[src/rtl/c_pipeline_arbiter.sv]
// c_pipeline_arbiter
//   Shares one Muller-C handshake pipeline among N_REQ clocked requesters.
//   A round-robin injector launches tokens by toggling pipe_req (2-phase),
//   a sink drains tokens at the far end by echoing pipe_ackn onto pipe_sink,
//   and an id FIFO returns the requester id of each completing token.
//   Both asynchronous pipeline outputs enter through SYNC_STAGES flops.
//
//   Optional feature macro: PIPE_ARB_TIMEOUT_EN
//     defined   -> stage-0 acceptance watchdog (TIMEOUT cycles), sticky err_o,
//                  terminal FAULT state; the TIMEOUT parameter exists only here
//     undefined -> WAIT waits indefinitely, err_o is constant 0
//
//   Injector states
//     state   | meaning
//     --------+-----------------------------------------------------------
//     S_IDLE  | no token being offered; waits for a request and FIFO room
//     S_ARB   | one cycle: pick winner, grant, toggle pipe_req, push id
//     S_WAIT  | token offered; waits for stage 0 to echo pipe_req
//     S_FAULT | stage 0 never accepted (timeout build only); held to reset
module c_pipeline_arbiter #(
    parameter int N_REQ       = 4,
    parameter int DEPTH       = 3,
`ifdef PIPE_ARB_TIMEOUT_EN
    parameter int TIMEOUT     = 64,
`endif
    parameter int SYNC_STAGES = 2,
    localparam int IW = (N_REQ > 1) ? $clog2(N_REQ) : 1,
    localparam int CW = $clog2(DEPTH + 1)
) (
    input  logic             clk,
    input  logic             reset,
    input  logic [N_REQ-1:0] req_i,
    output logic [N_REQ-1:0] grant_o,
    output logic             pipe_r,
    output logic             pipe_req,
    input  logic             pipe_ack0,
    input  logic             pipe_ackn,
    output logic             pipe_sink,
    output logic             done_o,
    output logic [IW-1:0]    done_id_o,
    output logic [CW-1:0]    inflight_o,
    output logic             busy_o,
    output logic             err_o
);

    localparam int PW = (DEPTH > 1) ? $clog2(DEPTH) : 1;
    localparam logic [CW-1:0] DEPTH_C = CW'(DEPTH);
    localparam logic [PW-1:0] PTR_LAST = PW'(DEPTH - 1);
    localparam logic [IW-1:0] ID_LAST = IW'(N_REQ - 1);

`ifdef PIPE_ARB_TIMEOUT_EN
    localparam int TW = $clog2(TIMEOUT + 1);
    typedef enum logic [1:0] {S_IDLE, S_ARB, S_WAIT, S_FAULT} state_t;
`else
    typedef enum logic [1:0] {S_IDLE, S_ARB, S_WAIT} state_t;
`endif

    state_t state, state_nx;

    logic                   pipe_r_q;
    logic [SYNC_STAGES-1:0] a0_sync;
    logic [SYNC_STAGES-1:0] an_sync;
    logic                   a0s;
    logic                   ans;

    logic                   req_q;
    logic                   sink_q;
    logic [IW-1:0]          rr_ptr;
    logic [IW-1:0]          winner;
    logic                   win_valid;

    logic [IW-1:0]          fifo_mem [DEPTH];
    logic [PW-1:0]          wr_ptr;
    logic [PW-1:0]          rd_ptr;
    logic [CW-1:0]          count;
    logic                   push;
    logic                   pop;

    // FIFO pointers wrap at DEPTH, which need not be a power of two
    function automatic logic [PW-1:0] ptr_inc(input logic [PW-1:0] p);
        return (p == PTR_LAST) ? '0 : p + PW'(1);
    endfunction

    // Pipeline reset held for the reset cycles plus one cycle after release,
    // so the C-elements are clear before the first token is offered
    always_ff @(posedge clk) begin
        if (reset) pipe_r_q <= 1'b1;
        else       pipe_r_q <= 1'b0;
    end

    assign pipe_r = reset | pipe_r_q;

    // Synchronise the two asynchronous pipeline outputs into clk
    always_ff @(posedge clk) begin
        if (reset) begin
            a0_sync <= '0;
            an_sync <= '0;
        end else begin
            a0_sync <= {a0_sync[SYNC_STAGES-2:0], pipe_ack0};
            an_sync <= {an_sync[SYNC_STAGES-2:0], pipe_ackn};
        end
    end

    assign a0s = a0_sync[SYNC_STAGES-1];
    assign ans = an_sync[SYNC_STAGES-1];

    // Round-robin pick: first asserted request at or after rr_ptr, wrapping.
    // Scanning from the farthest offset down lets the nearest one win last.
    always_comb begin
        int idx;
        idx       = 0;
        winner    = '0;
        win_valid = 1'b0;
        for (int k = N_REQ - 1; k >= 0; k--) begin
            idx = int'(rr_ptr) + k;
            if (idx >= N_REQ) idx = idx - N_REQ;
            if (req_i[IW'(idx)]) begin
                winner    = IW'(idx);
                win_valid = 1'b1;
            end
        end
    end

`ifdef PIPE_ARB_TIMEOUT_EN
    logic [TW-1:0] tmr;
    logic          err_q;
`endif

    // Injector next-state and grant decode
    always_comb begin
        state_nx = state;
        grant_o  = '0;
        push     = 1'b0;
        case (state)
            S_IDLE: begin
                if ((|req_i) && (count < DEPTH_C) && !pipe_r_q) state_nx = S_ARB;
            end
            S_ARB: begin
                // Requests may have dropped since IDLE; no winner means no token
                if (win_valid) begin
                    grant_o  = N_REQ'(1) << winner;
                    push     = 1'b1;
                    state_nx = S_WAIT;
                end else begin
                    state_nx = S_IDLE;
                end
            end
            S_WAIT: begin
                if (a0s == req_q) state_nx = S_IDLE;
`ifdef PIPE_ARB_TIMEOUT_EN
                else if (tmr == '0) state_nx = S_FAULT;
`endif
            end
`ifdef PIPE_ARB_TIMEOUT_EN
            S_FAULT: state_nx = S_FAULT;
`endif
            default: state_nx = S_IDLE;
        endcase
    end

    // Injector state, 2-phase request toggle and round-robin pointer
    always_ff @(posedge clk) begin
        if (reset) begin
            state  <= S_IDLE;
            req_q  <= 1'b0;
            rr_ptr <= '0;
        end else begin
            state <= state_nx;
            if (push) begin
                req_q  <= ~req_q;
                rr_ptr <= (winner == ID_LAST) ? '0 : winner + IW'(1);
            end
        end
    end

    // A sink edge with no token outstanding is spurious and left untouched
    assign pop = (ans != sink_q) && (count != '0);

    // Id storage; contents need no reset because count gates every read
    always_ff @(posedge clk) begin
        if (push) fifo_mem[wr_ptr] <= winner;
    end

    // Sink echo, completion reporting and FIFO bookkeeping
    always_ff @(posedge clk) begin
        if (reset) begin
            sink_q    <= 1'b0;
            done_o    <= 1'b0;
            done_id_o <= '0;
            wr_ptr    <= '0;
            rd_ptr    <= '0;
            count     <= '0;
        end else begin
            done_o <= pop;
            if (pop) begin
                sink_q    <= ans;
                done_id_o <= fifo_mem[rd_ptr];
                rd_ptr    <= ptr_inc(rd_ptr);
            end
            if (push) wr_ptr <= ptr_inc(wr_ptr);
            case ({push, pop})
                2'b10:   count <= count + CW'(1);
                2'b01:   count <= count - CW'(1);
                default: count <= count;
            endcase
        end
    end

`ifdef PIPE_ARB_TIMEOUT_EN
    // Acceptance watchdog: loaded as WAIT is entered, counts down while waiting
    always_ff @(posedge clk) begin
        if (reset) begin
            tmr   <= '0;
            err_q <= 1'b0;
        end else begin
            if (push)                                tmr <= TW'(TIMEOUT - 1);
            else if (state == S_WAIT && tmr != '0)   tmr <= tmr - TW'(1);
            if (state == S_WAIT && state_nx == S_FAULT) err_q <= 1'b1;
        end
    end

    assign err_o = err_q;
`else
    assign err_o = 1'b0;
`endif

    assign pipe_req   = req_q;
    assign pipe_sink  = sink_q;
    assign inflight_o = count;
    assign busy_o     = (count != '0) || (state != S_IDLE);

endmodule

[config.mk]
export PLATFORM = sky130hd
export DESIGN_NAME = c_pipeline_arbiter
export DESIGN_NICKNAME = d
export VERILOG_FILES = /design/src/rtl/c_pipeline_arbiter.sv
export SDC_FILE = /design/constraint.sdc
export NUM_CORES = 1
export LEC_CHECK = 0
export CAP_MARGIN = 20
export CORE_MARGIN = 2
export CORE_UTILIZATION = 45
export DETAILED_ROUTE_END_ITERATION = 7
export MAX_ROUTING_LAYER = met4
export PLACE_DENSITY_LB_ADDON = 0.08
export SYNTH_ARGS = -nofsm -noshare
export SYNTH_HDL_FRONTEND = slang
export SYNTH_SLANG_ARGS = --single-unit
export TNS_END_PERCENT = 1
[constraint.sdc]
create_clock -name clk -period 5.2 [get_ports clk]
set_input_delay 1.04 -clock clk [delete_from_list [all_inputs] [get_ports clk]]
set_output_delay 1.04 -clock clk [all_outputs]
set_load 0.005 [all_outputs]
; Word level (Yosys, flattened, before mapping)
; Memories as Yosys holds them, arrays and structs flattened. A register that Yosys moved wholly into a read port is not among the register bits.
; Index checks and enable logic that the tools add are counted.
[classes]
addsub = 12
n_mul = 0
n_div = 0
n_lt_le_gt_ge = 9
eq_ne = 11
shifts = 1
muxes = 39
bitwise_logic = 2
reduce_logical = 11
[op_table]
columns = op, n
row1 = 2-bit 2-to-1 mux, 14
row2 = 1-bit 2-to-1 mux, 17
row3 = 2-bit by 4-bit less-than comparator with 1-bit output (second input constant), 4
row4 = 2-bit equality test (second input constant), 5
row5 = 2-bit by 1-bit subtractor with 2-bit output (second input constant), 5
row6 = 3-bit greater-or-equal comparator (second input constant), 3
row7 = 2-bit by 1-bit adder with 2-bit output (second input constant), 4
row8 = 1-bit binary-select mux with 2-bit select, 4
row9 = 4-bit 2-to-1 mux, 2
row10 = 2-bit by 2-bit adder with 3-bit output (second input constant), 2
row11 = 2-bit one-hot mux with 3 select lines, 1
row12 = 2-bit nonzero test, 3
row13 = 2-bit by 1-bit equality test with 1-bit output (second input constant), 2
row14 = 2-bit != test (second input constant), 2
row15 = 2-bit one-hot mux with 2 select lines, 1
row16 = 4-bit OR reduction, 1
row17 = 1-bit by 2-bit left shift with 4-bit output (first input constant), 1
row18 = 2-bit by 1-bit adder with 3-bit output (second input constant), 1
row19 = 2-bit by 3-bit greater-or-equal comparator with 1-bit output (second input constant), 1
row20 = 1-bit logical AND, 3
row21 = 2-bit logical NOT, 1
row22 = 2-bit less-than comparator (second input constant), 1
row23 = 2-bit AND reduction, 1
row24 = 1-bit equality test, 1
row25 = 5 further kinds, 5
[totals]
ff_bits = 18
latch_bits = 0
ramBits = 6
mem_bits_ro = 0
in_bits = 8
out_inout_bits = 14
n_memories = 1
[memory_table]
columns = memory, words, word_bits, rd, rd_clocked_by_memory_dff, write_ports, line
row1 = fifo_mem, 3, 2, 1, 1, 1, 72  ; logic [IW-1:0] fifo_mem [DEPTH];

; Logic depth before layout (Yosys ltp)
; Gate-level depths: netlist (run 1).
[depth]
depth_word = 14
mapped_depth = 7

; Worst setup path before layout (run 1)
; OpenSTA, ideal clock, no wires.
[synth_timing]
kind = input port to output port
startpoint = input req_i[0]
endpoint = output grant_o[1]
arrival_ns = 1.895
required_time_ns = 4.160
setup_slack_ns = 2.265
stages = 6
path_cell_list = inv_1 > o221ai_1 > o21ai_0 > and2_1 > ha_1 > and2_1
[synth_between]
elab_chain_len = 10
elab_cells_between_ends = 23
classes_between = 1 x shift / 22 x mux
[synth_rtl]
columns = item, line
row1 = "start, declared", 32  ; input logic [N_REQ-1:0] req_i,
row2 = 1-bit binary-select mux with 2-bit select, 117  ; if (req_i[IW'(idx)]) begin
row3 = 1-bit 2-to-1 mux (not written as such) (2 in a row), 117
row4 = 2-bit 2-to-1 mux (3 in a row), 117
row5 = 2-bit 2-to-1 mux *, 117
row6 = via winner[0], 69  ; logic [IW-1:0] winner;
row7 = 1-bit by 2-bit left shift with 4-bit output *, 141  ; grant_o = N_REQ'(1) << winner;
row8 = 4-bit 2-to-1 mux *, 140  ; if (win_valid) begin
row9 = 4-bit 2-to-1 mux *, 134  ; case (state)
row10 = "end, declared", 33  ; output logic [N_REQ-1:0] grant_o,
; Mark *: on every way through the listed nets, which the timed path passes. The rest lies on a longest branch. The select of a mux whose other input is x is not followed.

; Final worst setup path (run 1)
; Ends and elaborated chain as after synthesis.

==> results of run 1 <==
-- worst max-delay path: stages --
cell,delay [ns]
clkdlybuf4s50_1,0.54
inv_1,0.07
o221ai_1,0.17
o21ai_0,0.16
and2_1,0.25
ha_1,0.21
and2_1,0.13
clkdlybuf4s50_1,0.43
-- power by group through the flow --
| stage | registers (mW) | clock network [mW] | logic (mW) |
|---|---|---|---|
| 2_1_floorplan | 0.227 | 0 | 0.0345 |
| 3_3_place_gp | 0.227 | 0 | 0.0577 |
| 3_5_place_dp | 0.228 | 0 | 0.0597 |
| 4_1_cts | 0.223 | 0.105 | 0.0602 |
| 5_1_grt | 0.225 | 0.111 | 0.0667 |
| 6_report | 0.223 | 0.102 | 0.0592 |
-- per-layer routing --
layer | wire length, µm | global-route usage | part of all wire
met5 | 0 | - | 0
met4 | 15 | 0.07500 | 0.0074
met3 | 53 | 0.02459 | 0.026
met2 | 1020 | 0.2718 | 0.50
met1 | 940 | 0.1576 | 0.46
-- kinds of logic (layout without fill, tap and decap cells) --
group           after synthesis  count (layout)  share of synthesized area
other cells                   1               1                   0.003237
simple gates                 42              42                     0.2160
flops                        26              26                     0.5011
fa+ha+maj                     5               5                    0.05400
compound gates               20              20                     0.1080
buf+inv                       9              31                    0.03457
xor+xnor                      5               5                    0.03780
mux                           5               5                    0.04536
-- worst max-delay path by stage --
stage | depth (start not counted) | slack, ns | end | start
3_5_place_dp | 8 | 1.15 | grant_o[1] | req_i[0]
3_3_place_gp | 8 | 1.21 | grant_o[3] | req_i[0]
2_1_floorplan | 6 | 2.26 | grant_o[1] | req_i[0]
4_1_cts | 7 | 1.14 | grant_o[1] | req_i[1]
6_report | 8 | 1.15 | grant_o[1] | req_i[0]
5_1_grt | 8 | 0.97 | grant_o[3] | req_i[0]
-- cells in the final DEF, fill, tap and decap left out --
cell type,instances
nor3b_2,1
nor4_2,1
o22a_1,1
xor2_1,2
dfxtp_1,20
mux2i_1,3
a21oi_2,1
or2_2,2
and2_1,6
clkbuf_4,3
inv_4,1
xnor2_1,3
buf_4,1
a21oi_1,7
conb_1,1
nor3_1,1
o221ai_1,1
o21ai_0,4
clkdlybuf4s50_1,20
nand2b_1,2
inv_1,5
clkbuf_8,1
ha_1,5
or3_4,1
o21ba_1,1
nor3b_4,1
nand2_1,8
edfxtp_1,6
or3_1,2
o22ai_1,4
nor2b_1,4
nor2_1,10
a311oi_1,1
mux2_2,2
nand3b_1,2
nor3b_1,1
-- final cells by class --
class                      instances  area (µm²)
fill                             220        1030
sequential                        26       580.6
multi-input combinational         78       538.0
timing repair buffer              21       207.7
tap                               30       37.54
clock buffer                       4       36.28
inverter                           6       25.02
-- per-stage QoR --
stage	util	total power, mW	worst slack (ns)	instance area [µm²]
6_report	0.5805	0.3850	1.148	1425
5_1_grt	0.5805	0.4024	0.9664	1425
4_1_cts	0.5805	0.3883	1.137	1425
3_5_place_dp	0.5657	0.2876	1.151	1389
3_3_place_gp	0.5657	0.2852	1.214	1389
2_1_floorplan	-	0.2613	2.265	1159
-- registers in the layout (all words and copies together), names as in the netlist --
name        flops
inflight_o      2
wr_ptr          2
state           2
pipe_req        1
done_id_o       2
done_o          1
pipe_sink       1
fifo_mem        6
rr_ptr          2
an_sync         2
a0_sync         2
rd_ptr          2
pipe_r_q        1
==> results.cfg, run 1 <==
[layout]
drive_above_1_share = 0.1111
finalNetCount = 149
antennaDiodeCount = 0
syn_to_final_growth_pct = 23.00
fin_cells = 165

[global_route]
grt_overflow = 0
antenna_found_initial = 0
grt_pass1_wl_um = 3098
grt_pass1_vias = 753
grt_max_degree = 21
grt_usage = 0.1512

[worst_setup_path]
timing.rr.end = inflight_o[1]$_SDFFE_PP0P_
cp.required_ns = 4.16
crit_path_end_kind = output port
critPathLaunchType = primary input
reg2reg_slack_ns = 3.36
arrival_ns = 3.01
critPathMaxFanout = 5
rr_worst_depth = 5
crit_type = primary input to output port
rr_startpoint = inflight_o[0]$_SDFFE_PP0P_

[power]
p_leak_nw = 0.5373
p_clk_frac = 0.266
p_switching_mw = 0.09462
seq_power_share = 0.580
powerDensity_nw_per_um2 = 270.2
ir_worst_vdd_mv = 0.1856
combPwrFrac = 0.154
internal_power_mw = 0.2904
swShare = 0.2458

[timing]
finalSetupTns_ns = 0
drv_slew = 0
finalSetupViolCount = 0
skew_ns = 0.01509
whs_ns = 0.4575
hold_viol = 0
finalCriticalPeriod_ns = 4.052
fmaxAchievable_mhz = 246.8
finalCritPeriodShare = 0.7793
rsz0062_at_grt = no

[placed_design]
dp_cells = 161
hpwl_um = 1482
numPortBuffers = 20
gp_congestion = 0.7150

[floorplan]
core_area_um2 = 2455
die_y_um = 54.74
rows = 18
fp.dieW_um = 54.74
die_area_um2 = 2996
initial_utilization = 0.4720
io_pins = 22

[logic_synthesis]
post-synth-top-area-fraction = 0.3456
syn-num-nets = 126
ys_seq_area_frac = 0.5011
synth-main-ff-cell = dfxtp_1
syn_avg_cell_area_um2 = 10.25
synthArstFlopShare = 0
synth_area_um2 = 1159
synth.most_common_cell = dfxtp_1
synth_warnings = 0
synthTopCellsByArea = dfxtp_1 (35%), edfxtp_1 (16%), ha_1 (5.4%)
ys_top_cells_by_count = dfxtp_1 (20), nor2_1 (10), nand2_1 (8)
synth_top_area_cell = dfxtp_1
synthCells = 113
netlist-cell-type-count = 34
ys_ff_latch = 26
synth_edf_count = 6

[routing]
routed_via_density = 4.988
drt_iter0_drc = 10
dr.pass1.iters = 2
drc = 0
drt_wl_total_um = 2030
wl_per_cell_um = 12.30
vias = 823
ant_nets = 0

[min_path]
min-delay-start = an_sync[0]$_SDFF_PP0_
hold_path_class = register to register
whs_endpoint = an_sync[1]$_SDFF_PP0_
whs_path_depth = 1

[clock_network]
cts.hold.buffers_added = 0
clockRootBuffer = clkbuf_4
worst_skew_pair.late_latency_ns = 0.32
cts_made_buffers = 3
cts_tree = yes
cts.sinks = 26
cts_post_setup_buffers_inserted = 0
h-tree-depth = 1
cts_resized = 0
clock_path_buffers = 2
clkTransAtPathRegs_ns = 0.15

[job]
drv_cap = 0

[outcome]
status = finished clean
Power figures use the tool's default switching activity.
==> run 2: changes to the inputs <==
clock period = 3.5 ns   (was 5.2 ns; I/O delays follow)
==> run 2 against run 1 <==
Effect of this change: final area increased by 0.53%; power increased by 49%; routed wire length increased by 1.5%; clock power increased by 50%; count of clock-buffer cells in the layout unchanged; clock skew decreased by 0.0034 ns.
==> results.cfg, run 2 (synthesis gave the netlist of run 1 again) <==
[global_route]
antenna_found_initial = 0
grt_usage = 0.1577
grt_pass1_wl_um = 3229
grt_max_degree = 20
grt_overflow = 0
grt_pass1_vias = 764

[placed_design]
hpwl_um = 1490
dp_slack_ns = 0.1101
numPortBuffers = 20
gp_congestion = 0.7017
dpl_cell_area_um2 = 1396

[clock_network]
cts_resized = 0
clkTransAtPathRegs_ns = 0.15
cts.hold.buffers_added = 0
clock_path_buffers = 2
cts.sinks = 26
cts_post_setup_buffers_inserted = 0
h-tree-depth = 1
worst_skew_pair.late_latency_ns = 0.32
clockRootBuffer = clkbuf_4
cts_made_buffers = 3
cts_tree = yes

[floorplan]
io_pins = 22
die_y_um = 54.74
initial_utilization = 0.4720
die_area_um2 = 2996
core_area_um2 = 2455
fp.dieW_um = 54.74
rows = 18

[timing]
rsz0062_at_grt = no
drv_slew = 0
fmaxAchievable_mhz = 299.7
whs_ns = 0.4562
finalSetupViolCount = 0
skew_ns = 0.01174
finalCriticalPeriod_ns = 3.337
setup_slack_ns = 0.1632
hold_viol = 0
finalCritPeriodShare = 0.9534
finalSetupTns_ns = 0

[power]
powerDensity_nw_per_um2 = 401.4
ir_worst_vdd_mv = 0.2689
p_total_mw = 0.5751
p_leak_nw = 0.5428

[routing]
ant_nets = 0
drc = 0
vias = 828
routed_via_density = 4.988
wl_per_cell_um = 12.41
drt_wl_total_um = 2060
drt_iter0_drc = 9
dr.pass1.iters = 4

[layout]
drive_above_1_share = 0.1176
design_area_um2 = 1433
regMostFlops = fifo_mem
largest_reg_flops = 6
layout_common_cells = dfxtp_1 (20), clkdlybuf4s50_1 (20), nor2_1 (10)
antennaDiodeCount = 0
fillers = 222
finalNetCount = 150
syn_to_final_growth_pct = 23.65

[worst_setup_path]
crit_type = primary input to output port
critPathLaunchType = primary input
critPathMaxFanout = 5
arrival_ns = 2.64
cp.required_ns = 2.80
crit_path_end_kind = output port

[job]
drv_cap = 0

[outcome]
status = finished clean

[min_path]
hold_path_class = register to register
[run 2: changes by cell type in the layout (fill, tap and decap cells not counted)]
cell,previous run,this run
buf_4,1,2
o21ai_0,4,3
o21ai_1,0,1
[run 2: power breakdown]
part           internal, mW  total [mW]  switching (mW)
sequential            0.321       0.332          0.0111
combinational        0.0475      0.0893          0.0419
clock                0.0636       0.153          0.0898
[run 2: final timing paths]
| kind | from | end | slack, ns | depth (start not counted) |
|---|---|---|---|---|
| max | req_i[0] | grant_o[1] | 0.16 | 8 |
| min | an_sync[0]$_SDFF_PP0_ | an_sync[1]$_SDFF_PP0_ | 0.46 | 1 |
| max reg2reg | inflight_o[0]$_SDFFE_PP0P_ | inflight_o[1]$_SDFFE_PP0P_ | 1.63 | 5 |
| min reg2reg | an_sync[0]$_SDFF_PP0_ | an_sync[1]$_SDFF_PP0_ | 0.46 | 1 |
[run 2: area by class of cell]
type | count | area, µm² | share of cell area
multi-input cells | 78 | 538.0 | 0.3755
inverters | 6 | 25.02 | 0.01747
well taps | 30 | 37.54 | 0.02620
repair buffers | 22 | 215.2 | 0.1502
flip-flops and latches | 26 | 580.6 | 0.4052
clock buffers | 4 | 36.28 | 0.02533
[run 2: routing by layer]
layer,vias to the layer above,part of all wire,GRT usage
met5,-,0,-
met4,0,0.0073,0.07500
met3,2,0.029,0.02459
met2,16,0.49,0.2619
met1,376,0.47,0.1851
li1,434,-,-
[run 2: critical path, cell delays in order]
cell and delay [ns]:
clkdlybuf4s50_1 0.54, inv_1 0.07, o221ai_1 0.19, o21ai_1 0.13
and2_1 0.23, ha_1 0.21, and2_1 0.13, clkdlybuf4s50_1 0.43
[run 2: per-stage QoR]
stage | utilization | instances
floorplan | - | 113
global placement | 0.5688 | 162
detailed placement | 0.5688 | 162
CTS | 0.5836 | 166
global route | 0.5836 | 166
finish | 0.5836 | 166
==> run 3: changes to the inputs <==
--- a/config.mk
+++ b/config.mk
@@ -10,2 +10,3 @@
 export CORE_UTILIZATION = 45
+export CTS_CLUSTER_DIAMETER = 30
 export DETAILED_ROUTE_END_ITERATION = 7
==> constraint.sdc (replaced) <==
create_clock -name clk -period 3.5 [get_ports clk]
set_input_delay 0.35 -clock clk [delete_from_list [all_inputs] [get_ports clk]]
set_output_delay 0.35 -clock clk [all_outputs]
set_load 0.005 [all_outputs]
==> results of run 3 <==
Same layout as run 1 (identical final DEF). Status: finished clean.
Main changes from that run: setup slack after placement 1.151 ns -> 0.8312 ns; setup slack after layout 1.148 ns -> 0.8278 ns; register-to-register setup slack 3.36 ns -> 1.66 ns; total power 0.3850 mW -> 0.5720 mW; worst IR drop on VDD 0.1856 mV -> 0.2758 mV
